## config.mk

```make
export PLATFORM = sky130hd
export DESIGN_NAME = pin_auth_ctrl
export DESIGN_NICKNAME = d
export VERILOG_FILES = /design/src/rtl/pin_auth_pkg.sv /design/src/rtl/timeout_counter.sv /design/src/rtl/pin_auth_ctrl.sv
export SDC_FILE = /design/constraint.sdc
export NUM_CORES = 1
export LEC_CHECK = 0
export ABC_AREA = 1
export ABC_CLOCK_PERIOD_IN_PS = 1800
export CORE_MARGIN = 2
export CORE_UTILIZATION = 28
export CTS_CLUSTER_SIZE = 20
export DETAILED_ROUTE_END_ITERATION = 10
export GPL_ROUTABILITY_DRIVEN = 0
export PLACE_DENSITY = 0.62
export SYNTH_ARGS = -nofsm -noshare
export SYNTH_HDL_FRONTEND = slang
export SYNTH_SLANG_ARGS = --single-unit
```

## constraint.sdc

```tcl
create_clock -name clk -period 1.8 [get_ports clk]
set_input_delay 0.18 -clock clk [delete_from_list [all_inputs] [get_ports clk]]
set_output_delay 0.18 -clock clk [all_outputs]
set_load 0.005 [all_outputs]
```

## src/rtl/pin_auth_pkg.sv

```systemverilog
// Shared types and constants for the ATM PIN authentication front end.
package pin_auth_pkg;

  typedef enum logic [2:0] {
    IDLE    = 3'd0,
    ENTRY   = 3'd1,
    CHECK   = 3'd2,
    SESSION = 3'd3,
    LOCKED  = 3'd4
  } state_t;

  localparam int unsigned DIGIT_W = 4;
  localparam int unsigned TIMER_W = 9;
  localparam logic [DIGIT_W-1:0] BCD_MAX = 4'd9;
  localparam logic [TIMER_W-1:0] TIMEOUT_DEF = 9'd300;

endpackage

```

## src/rtl/timeout_counter.sv

```systemverilog
// Saturating down counter with synchronous load; zero_c flags an expired count.
module timeout_counter
  import pin_auth_pkg::*;
(
  input  logic               clk,
  input  logic               rst,
  input  logic               load,
  input  logic               en,
  input  logic [TIMER_W-1:0] load_val,
  output logic [TIMER_W-1:0] count,
  output logic               zero_c
);

  // Load wins over decrement; the count holds once it reaches zero.
  always_ff @(posedge clk or posedge rst) begin
    if (rst) begin
      count <= '0;
    end else if (load) begin
      count <= load_val;
    end else if (en && (count != '0)) begin
      count <= count - TIMER_W'(1);
    end
  end

  assign zero_c = (count == '0);

endmodule

```

## src/rtl/pin_auth_ctrl.sv

```systemverilog
// Card capture, BCD PIN entry/compare, attempt lockout and session timer.
// Build option: SESSION_TIMEOUT_EN enables the Tempo timer and its timeouts.
module pin_auth_ctrl
  import pin_auth_pkg::*;
#(
  parameter int unsigned        DIGITS    = 4,
  parameter int unsigned        MAX_TRIES = 3,
  parameter logic [TIMER_W-1:0] TIMEOUT   = TIMEOUT_DEF,
  parameter int unsigned        ACCT_W    = 5
) (
  input  logic                      clk,
  input  logic                      rst,
  input  logic                      card_in,
  input  logic [ACCT_W-1:0]         acct_code,
  input  logic [DIGIT_W-1:0]        digit,
  input  logic                      digit_vld,
  input  logic [DIGIT_W*DIGITS-1:0] pin_ref,
  input  logic                      logout,
  output logic                      auth_ok,
  output logic                      locked,
  output logic                      bad_pin,
  output logic [1:0]                tries_left,
  output logic [2:0]                digit_cnt,
  output logic [ACCT_W-1:0]         acct,
  output logic [TIMER_W-1:0]        tempo
);

  localparam int unsigned ENTRY_W  = DIGIT_W * DIGITS;
  localparam logic [2:0]  LAST_IDX = 3'(DIGITS - 1);

  state_t               state, state_n;
  logic                 auth_n, locked_n, bad_n;
  logic [1:0]           tries_n;
  logic [2:0]           cnt_n;
  logic [ACCT_W-1:0]    acct_n;
  logic [ENTRY_W-1:0]   entry, entry_n;
  logic                 force_fail, force_n;
  logic                 card_q;
  logic                 tmr_load, tmr_en;
  logic                 tmo_c;
  logic                 card_rise_c, card_fall_c, digit_ok_c;

  assign card_rise_c = card_in & ~card_q;
  assign card_fall_c = ~card_in & card_q;
  assign digit_ok_c  = digit_vld && (digit <= BCD_MAX);

`ifdef SESSION_TIMEOUT_EN
  logic tmr_zero_c;

  timeout_counter u_tmr (
    .clk      (clk),
    .rst      (rst),
    .load     (tmr_load),
    .en       (tmr_en),
    .load_val (TIMEOUT),
    .count    (tempo),
    .zero_c   (tmr_zero_c)
  );

  assign tmo_c = tmr_zero_c;
`else
  logic unused_tmr;

  assign tempo      = '0;
  assign tmo_c      = 1'b0;
  assign unused_tmr = ^{tmr_load, tmr_en, TIMEOUT};
`endif

  // State and registered outputs.
  always_ff @(posedge clk or posedge rst) begin
    if (rst) begin
      state      <= IDLE;
      auth_ok    <= 1'b0;
      locked     <= 1'b0;
      bad_pin    <= 1'b0;
      tries_left <= 2'(MAX_TRIES);
      digit_cnt  <= '0;
      acct       <= '0;
      entry      <= '0;
      force_fail <= 1'b0;
      card_q     <= 1'b0;
    end else begin
      state      <= state_n;
      auth_ok    <= auth_n;
      locked     <= locked_n;
      bad_pin    <= bad_n;
      tries_left <= tries_n;
      digit_cnt  <= cnt_n;
      acct       <= acct_n;
      entry      <= entry_n;
      force_fail <= force_n;
      card_q     <= card_in;
    end
  end

  // Next state, next outputs and timer control.
  always_comb begin
    state_n  = state;
    auth_n   = auth_ok;
    locked_n = locked;
    bad_n    = 1'b0;
    tries_n  = tries_left;
    cnt_n    = digit_cnt;
    acct_n   = acct;
    entry_n  = entry;
    force_n  = force_fail;
    tmr_load = 1'b0;
    tmr_en   = (state == ENTRY) || (state == SESSION);

    unique case (state)
      IDLE: begin
        if (card_rise_c) begin
          acct_n   = acct_code;
          cnt_n    = '0;
          entry_n  = '0;
          tmr_load = 1'b1;
          state_n  = ENTRY;
        end
      end

      ENTRY: begin
        if (card_fall_c) begin
          state_n = IDLE;
          acct_n  = '0;
          cnt_n   = '0;
          entry_n = '0;
        end else if (digit_ok_c) begin
          entry_n  = {entry[ENTRY_W-DIGIT_W-1:0], digit};
          cnt_n    = digit_cnt + 3'd1;
          tmr_load = 1'b1;
          if (digit_cnt == LAST_IDX) begin
            state_n = CHECK;
            force_n = 1'b0;
          end
        end else if (tmo_c) begin
          // Expired entry is scored as a failed attempt.
          state_n = CHECK;
          force_n = 1'b1;
        end
      end

      CHECK: begin
        if (card_fall_c) begin
          state_n = IDLE;
          acct_n  = '0;
          cnt_n   = '0;
          entry_n = '0;
        end else if (!force_fail && (entry == pin_ref)) begin
          state_n  = SESSION;
          auth_n   = 1'b1;
          tries_n  = 2'(MAX_TRIES);
          tmr_load = 1'b1;
        end else begin
          bad_n = 1'b1;
          if (tries_left <= 2'd1) begin
            state_n  = LOCKED;
            locked_n = 1'b1;
            tries_n  = '0;
          end else begin
            tries_n  = tries_left - 2'd1;
            state_n  = ENTRY;
            cnt_n    = '0;
            entry_n  = '0;
            tmr_load = 1'b1;
          end
        end
      end

      SESSION: begin
        if (logout || card_fall_c || tmo_c) begin
          state_n = IDLE;
          auth_n  = 1'b0;
          acct_n  = '0;
          cnt_n   = '0;
        end
      end

      LOCKED: begin
        locked_n = 1'b1;
        auth_n   = 1'b0;
        tries_n  = '0;
      end

      default: state_n = IDLE;
    endcase
  end

endmodule

```

# Word-level counts from Yosys, hierarchy flattened
# Index checks and enable logic that the tools add are counted.
dict set report word_totals {
  register_bits 33
  input_bits 30
  out_inout_bits 22
  word_cells 93
}
dict set report classes {
  addsub 2
  magnitude_cmp 2
  n_eq_ne 17
  n_mux 42
  bitwise 5
  n_reduce_logical 16
}
# op count
set op_table {}
lappend op_table {{16-bit two-way mux} 6}
lappend op_table {{16-bit one-hot mux with 3 select lines} 1}
lappend op_table {{3-bit two-way mux} 14}
lappend op_table {{16-bit equality test} 1}
lappend op_table {{5-bit two-way mux} 3}
lappend op_table {{3-bit one-hot mux with 5 select lines} 1}
lappend op_table {{5-bit one-hot mux with 3 select lines} 1}
lappend op_table {{3-bit one-hot mux with 4 select lines} 1}
lappend op_table {{4-bit AND reduction} 3}
lappend op_table {{2-bit != test, second input constant} 5}
lappend op_table {{5-bit AND reduction} 2}
lappend op_table {{3-bit by 2-bit equality test with 1-bit output, second input constant} 3}
lappend op_table {{1-bit two-way mux} 9}
lappend op_table {{3-bit != test, second input constant} 3}
lappend op_table {{3-bit nonzero test} 3}
lappend op_table {{2-bit two-way mux} 3}
lappend op_table {{6-bit AND reduction} 1}
lappend op_table {{4-bit less-or-equal comparator, second input constant} 1}
lappend op_table {{2-bit by 1-bit != test with 1-bit output, second input constant} 2}
lappend op_table {{2-bit one-hot mux with 2 select lines} 1}
lappend op_table {{4-bit nonzero test} 1}
lappend op_table {{3-bit by 1-bit adder with 3-bit output, second input constant} 1}
lappend op_table {{3-bit by 1-bit equality test with 1-bit output, second input constant} 1}
lappend op_table {{3-bit equality test, second input constant} 1}
lappend op_table {{other kinds (13)} 16}

# Logic depth before layout (Yosys ltp)
dict set report depth {
  ltp_word 5
  ltp_mapped 12
  ltp_nobuf 12
}

# Least setup slack after synthesis
# No wires, ideal clock.
dict set report synth_path {
  kind {reg-to-reg}
  from {reg state[2]}
  to {reg entry[4]}
  setup_ps 66
  t_arrival_ps 1465
  required_time_ps 1734
  setup_slack_ps 269
  path_stages_with_launch 9
  n_path_buf 1
  period_less_slack_ps 1531
  cell_sequence {dfrtp_1 > inv_2 > nand3_2 > nor2_2 > inv_1 > clkbuf_1 > nor2_1 > nand4_1 > nand2_1}
}
dict set report synth_between {
  elab_chain_cells 3
  elab_cells_between_ends 10
  classes_between {eq/ne (6); mux (1); reduce/logical (3)}
}
# element line_no
set synth_lines {}
lappend synth_lines {{start, declared} pin_auth_ctrl.sv:31} ;# state_t state, state_n;
lappend synth_lines {{start signal, assigned} pin_auth_ctrl.sv:83} ;# state <= state_n;
lappend synth_lines {{3-bit by 2-bit equality test with 1-bit output (tied with other cells)} pin_auth_ctrl.sv:110} ;# unique case (state)
lappend synth_lines {{3-bit != test (no source line) (tied with other cells)} n/a}
lappend synth_lines {{5-bit AND reduction (no source line)} n/a}
lappend synth_lines {{end signal, assigned} pin_auth_ctrl.sv:90} ;# entry <= entry_n;
lappend synth_lines {{end, declared} pin_auth_ctrl.sv:36} ;# logic [ENTRY_W-1:0] entry, entry_n;
# Parallel ways exist; a longest one is shown, timed or not.
# A chain may end at the register's enable or synchronous reset.

# Final worst setup path
dict set report layout_path {
  from {reg state[2]}
  to {reg acct[0]}
}
dict set report layout_between {
  elab_chain_cells 4
  elab_cells_between_ends 11
  classes_between {eq/ne (6); mux (1); reduce/logical (4)}
}
# element line_no
set layout_lines {}
lappend layout_lines {{3-bit by 1-bit equality test with 1-bit output / 3-bit by 2-bit equality test with 1-bit output (equally long branches)} pin_auth_ctrl.sv:110}
lappend layout_lines {{2-bit OR reduction (no source line)} n/a}
lappend layout_lines {{2-bit by 1-bit != test with 1-bit output (no source line) / 3-bit nonzero test (equally long branches)} n/a}
lappend layout_lines {{4-bit AND reduction (no source line)} n/a}
lappend layout_lines {{end signal, assigned} pin_auth_ctrl.sv:89} ;# acct <= acct_n;
lappend layout_lines {{end, declared} pin_auth_ctrl.sv:24} ;# output logic [ACCT_W-1:0] acct,
# Parallel ways exist; a longest one is shown, timed or not.

==> results.sh <==
export IMPL_ys_ff_latch=33
export IMPL_clock_root_buffer="clkbuf_8"
export IMPL_crit_fanout=10
export IMPL_drt_pass1_iter_count=5
export IMPL_rows=31
export IMPL_num_io_pins=52
export IMPL_cts_tree="yes"
export IMPL_critical_path_buf_inv_count=3
export IMPL_ys_seq_area_share_pct=40.7
export IMPL_postCtsHoldBufs=0
export IMPL_fp_dieArea_sq_um=7960
export IMPL_path_class="reg -> reg"
export IMPL_crit_required_ps=2000
export IMPL_slowest_stage="dfrtp_2"
export IMPL_port_buffers=42
export IMPL_syn2layout_area_growth_pct=39.5
export IMPL_path_cells="inv_2 -> nand3_2 -> nor2_4 -> buf_4 -> nor4_4 -> buf_4 -> nand3_1 -> o21ai_0"
export IMPL_clk_path_buf_depth=2
export IMPL_wl_met3_microns=228
export IMPL_routedWlPerCell_microns=10.6
export IMPL_rsz0062_at_grt="no"
export IMPL_vias=1977
export IMPL_leakage_nw=1.43
export IMPL_min_period_over_period_pct=92.8
export IMPL_final_common_cell="nand2_1"
export IMPL_slowest_delay_ps=450
export IMPL_m1WireLength_mm=2.24
export IMPL_coreArea_sq_um=7140
export IMPL_power_per_cell_area_nw_per_um2=614
export IMPL_arrival_ps=1870
export IMPL_synth_top_area_cell="dfrtp_1"
export IMPL_final_nets=399
export IMPL_antenna_found_initial=0
export IMPL_first_global_vias=1800
export IMPL_max_freq_mhz=599
export IMPL_netlist_area_sq_um=2030
export IMPL_numCtsBuffers=5
export IMPL_critical_path_top_delay_family="simple AND/OR/NAND/NOR gates"
export IMPL_slew_headroom_pct=60.8
export IMPL_initial_utilization_pct=28.5
export IMPL_grt_ovfl_total=0
export IMPL_max_slew_worst_pin_slew_ps=583
export IMPL_startpoint_type="flip-flop"
export IMPL_yosys_warnings=0
export IMPL_vdd_ir_drop_worst_mv=0.393
export IMPL_first_iter_violations=93
export IMPL_clock_sinks=33
export IMPL_routed_top_layer="met4"
export IMPL_holdWs_ps=286
export IMPL_viasPerCell=4.23
export IMPL_synth_cells=304
export IMPL_htree_levels=2
export IMPL_critical_path_most_common_cell="buf_4"
export IMPL_crit_path_end_kind="flip-flop"
export IMPL_hold_class="in -> async"
export IMPL_die_x_microns=89.2
export IMPL_skew_ps=8.91
export IMPL_drive_gt1_share_pct=11.4
export IMPL_final_antenna_net_count=0
export IMPL_grt_pass1_wl_mm=7.91
export IMPL_hpwl_mm=3.70
export IMPL_wl_met2_mm=2.43
export IMPL_setup_viol=0
export IMPL_antenna_cells=0
export IMPL_clk_latency_ps=290
export IMPL_synth_top_area_share_pct=38.1
export IMPL_grtUsageTotal_pct=12.9
export IMPL_fp_dieH_microns=89.2
export IMPL_avgSynthCellArea_sq_um=6.69
export IMPL_drv_slew=0
export IMPL_utilization_pct=39.8
export IMPL_fin_tns_setup_ps=0
export IMPL_drc_errors=0
export IMPL_synthDistinctLibCells=23
export IMPL_layout_common_cells="114 x nand2_1, 46 x inv_1, 42 x clkdlybuf4s50_1"
export IMPL_clk_pin_slew_worst_paths_ps=80
export IMPL_outcome="finished clean"
export IMPL_synthTopCellsByArea="dfrtp_1 38%, nand2_1 21%, inv_1 8.7%"
export IMPL_finalCriticalPeriod_ps=1670
export IMPL_finalWirelength_mm=4.95
export IMPL_drv_cap=0
export IMPL_grt_max_degree=34
export IMPL_hold_viol_final=0
## registers in the layout (all words and copies together) (netlist names)
name        cells
entry          16
acct            5
digit_cnt       3
state           3
tries_left      2
auth_ok         1
bad_pin         1
card_q          1
locked          1
## cell families (layout without fill, tap and decap cells)
logic type / after synthesis / count (layout) / synth area share, %
buffers and inverters: 65 / 121 / 14.1
DFF: 33 / 33 / 40.7
AOI/OAI and AO/OA: 15 / 15 / 4.30
other: 1 / 9 / 0.184
adders and majority gates: 2 / 2 / 1.23
and+or+nand+nor: 188 / 188 / 39.5
## per-layer routing
layer / global-route usage [%] / up-vias
met5: 0 / -
met4: 4.88 / 0
met3: 2.40 / 7
met2: 22.5 / 48
met1: 15.6 / 881
li1: - / 1041
## cell type report
class                      instances  area (sq um)
clock buffer                       5          68.8
multi-input combinational        214           965
tap                               99           124
clock inverter                     3          65.1
fill                             750          4300
timing repair buffer              64           598
inverter                          49           188
sequential                        33           830
## worst paths after layout
kind	from	slack, ps	end	cells after the start
min in group clk	card_in	370	card_q$_DFF_PP0_	1
worst max-delay path	state[2]$_DFFE_PP0P_	130	acct[0]$_DFFE_PP0P_	8
worst min-delay path	rst	290	entry[15]$_DFFE_PP0P_	3
max in group asynchronous	rst	1180	tries_left[1]$_DFFE_PP1P_	3
worst min register to register	locked$_DFFE_PP0P_	480	locked$_DFFE_PP0P_	1
worst max register to register	state[2]$_DFFE_PP0P_	130	acct[0]$_DFFE_PP0P_	8
## repair_timing
item,CTS,global route
endpoints found under the setup margin,0,21
setup buffers,0,2
endpoints found under the hold margin,0,0
gates resized for setup,0,5
## worst min-delay path, delay by kind of cell
family	cells	cell delay, ps
buffers and inverters	3	820
## power breakdown
| part | internal, mW | switching, mW | total [mW] |
|---|---|---|---|
| clock network | 0.550 | 0.296 | 0.846 |
| registers | 0.745 | 0.00365 | 0.749 |
| logic | 0.0843 | 0.0641 | 0.148 |
## per-stage QoR
stage / instance area (sq um) / setup slack, ps / total power [mW] / std cells
after floorplan: 2060 / 269 / 0.829 / 312
after global placement: 2670 / -84.3 / 0.912 / 457
after detailed placement: 2670 / -109 / 0.913 / 457
after CTS: 2800 / 65.9 / 1.77 / 465
final: 2840 / 130 / 1.74 / 467
after global routing: 2840 / 13.3 / 1.82 / 467
## Yosys cell counts
master    instances
a211oi_2          1
a21oi_1           1
a22oi_1           1
buf_2             4
buf_4            10
clkbuf_1          2
clkinv_1          1
conb_1            1
dfrtp_1          31
dfstp_2           2
ha_1              2
inv_1            47
inv_2             1
nand2_1         114
nand3_1          12
nand3_2           2
nand4_1          19
nor2_1           38
nor2_2            1
nor4_4            1
o211ai_1          1
o21ai_0          11
or2_2             1
Power figures use the tool's default switching activity.
==> RTL edit, RTL diff (same flow settings) <==
Set the parameter `ACCT_W` to 7 (it was 5).
--- a/src/rtl/pin_auth_ctrl.sv
+++ b/src/rtl/pin_auth_ctrl.sv
@@ -8,3 +8,3 @@
   parameter logic [TIMER_W-1:0] TIMEOUT   = TIMEOUT_DEF,
-  parameter int unsigned        ACCT_W    = 5
+  parameter int unsigned        ACCT_W    = 7
 ) (
Interface: changed (resized acct and acct_code); port bits go from 52 to 56. No check against the original RTL was run, so the function may have changed too.
==> RTL edit against the original RTL <==
  * Fmax grew 2.5%
  * Sequential share of layout area increased by 0.95 points
  * Sequential cell count grew 2
  * Wire length increased by 5.5%
  * Cell area is 2.6% higher
  * Final cell count is 2.8% higher
  * Non-clock buffer count unchanged
  * Highest routed layer unchanged
  * Count of clock-buffer cells in the layout unchanged
  * Total power fell by 5.2%
  * First-iteration DRC count grew 47%
  * Synthesized area up 5.5%
  * Setup slack better by 0.041 ns
==> RTL edit: results <==
metrics = {
    "status": {
        "status": "completed",
    },
    "yosys": {
        "synth_area_leaders": "dfrtp_1 (38%), nand2_1 (20%), inv_1 (8.4%)",
        "ys_warn_count": 0,
        "synth_cell_type_count": 26,
        "syn_inst": 318,
        "async_flop_share_pct": 100,
        "synth_common_cells": "nand2_1 (114), inv_1 (48), nor2_1 (44)",
        "ys_seq_area_share_pct": 40.9,
    },
    "grt": {
        "grt_pass1_wl_mm": 9.09,
        "grt_start_max_net_pins": 36,
        "use_met3_pct": 3.57,
        "use_met2_pct": 22.1,
        "grt_pass1_vias": 1999,
        "grt_use_met1_pct": 17.1,
        "grt_usage_pct": 13.4,
        "antenna_found_initial": 0,
    },
    "detailed_routing": {
        "wl_met3_um": 344,
        "num_vias": 2061,
        "wl_met2_mm": 2.41,
        "firstDrtPassIters": 4,
        "viasPerCell": 4.29,
        "wl_met1_mm": 2.41,
        "top_layer": "met4",
        "wirelength_mm": 5.22,
        "drtIter0Drc": 137,
    },
    "cts": {
        "clkLatencyLatePin_ns": 0.30,
        "htreeDepth": 2,
        "cts_buffers": 5,
        "clk_path_buf_depth": 2,
        "clk_pin_slew_ns": 0.09,
        "root_buffer": "clkbuf_8",
    },
    "pwr": {
        "p_leak_nw": 1.50,
        "peakVddDrop_mv": 0.347,
    },
    "place": {
        "dp_hpwl_mm": 3.87,
        "dpl.cell_count": 471,
        "port_buffers": 46,
        "place_area_mm2": 0.00278,
        "pre_cts_ws_ns": -0.107,
    },
    "final_layout": {
        "layout.nets": 414,
        "num_antenna_cells": 0,
        "n_fill_cell": 758,
        "fin_util_pct": 39.7,
        "drive_above_1_share_pct": 10.2,
        "largestRegisters": "entry: 16 flops, acct: 7 flops",
    },
    "hold_path": {
        "worstHoldPathType": "primary input to async pin",
    },
    "setup_path": {
        "path_max_fanout": 3,
        "crit_type": "register to register",
        "r2r-start": "entry[6]$_DFFE_PP0P_",
    },
    "sta": {
        "finalClockSkew_ns": 0.0117,
    },
    "floorplanning": {
        "die_x_um": 91.6,
    },
}
==> RTL edit: kinds of logic after synthesis <==
group / count (synthesis) / share of synthesized area (%)
and+or+nand+nor: 199 / 39.9
buffers and inverters: 67 / 14.0
DFF: 35 / 40.9
AOI/OAI and AO/OA: 14 / 3.79
adders and majority gates: 2 / 1.17
other: 1 / 0.175
==> RTL edit: report_power, final <==
part           internal (mW)  leakage [nW]  switching (mW)
logic                 0.0771         0.972          0.0579
clock network          0.413        0.0581           0.317
registers              0.787         0.469        0.000580
total                   1.28          1.50           0.376
==> RTL edit: critical path: stages, from the launching register on <==
cell and delay (ns):
dfrtp_1 0.37, inv_1 0.08, nand2_1 0.06, nand2_1 0.05
nor2_1 0.10, nand2_1 0.07, nor2_1 0.26, nand2_1 0.11
buf_4 0.15, nand2_1 0.07, nand2_1 0.06, o21ai_0 0.16
==> RTL edit: what timing repair did <==
action	in CTS	in global routing
hold buffers	0	0
buffers inserted	0	1
endpoints found under the setup margin	0	21
resized for setup	0	3
==> RTL edit: path summary, 6_finish.rpt <==
kind / end / slack, ns / cells after the start
setup / recovery: tries_left[1]$_DFFE_PP1P_ / 0.17 / 11
setup reg to reg: tries_left[1]$_DFFE_PP1P_ / 0.17 / 11
max in group asynchronous: tries_left[1]$_DFFE_PP1P_ / 1.16 / 3
hold / removal: state[0]$_DFFE_PP0P_ / 0.28 / 3
min in group clk: card_q$_DFF_PP0_ / 0.41 / 1
hold reg to reg: tries_left[0]$_DFFE_PP1P_ / 0.50 / 2
==> RTL edit: layout make-up <==
class / instances / area share, %
clock buffer: 5 / 2.36
clock inverter: 3 / 1.50
inverter: 50 / 6.45
multi-input combinational: 224 / 34.8
sequential: 35 / 30.2
tap: 99 / 4.26
timing repair buffer: 64 / 20.5
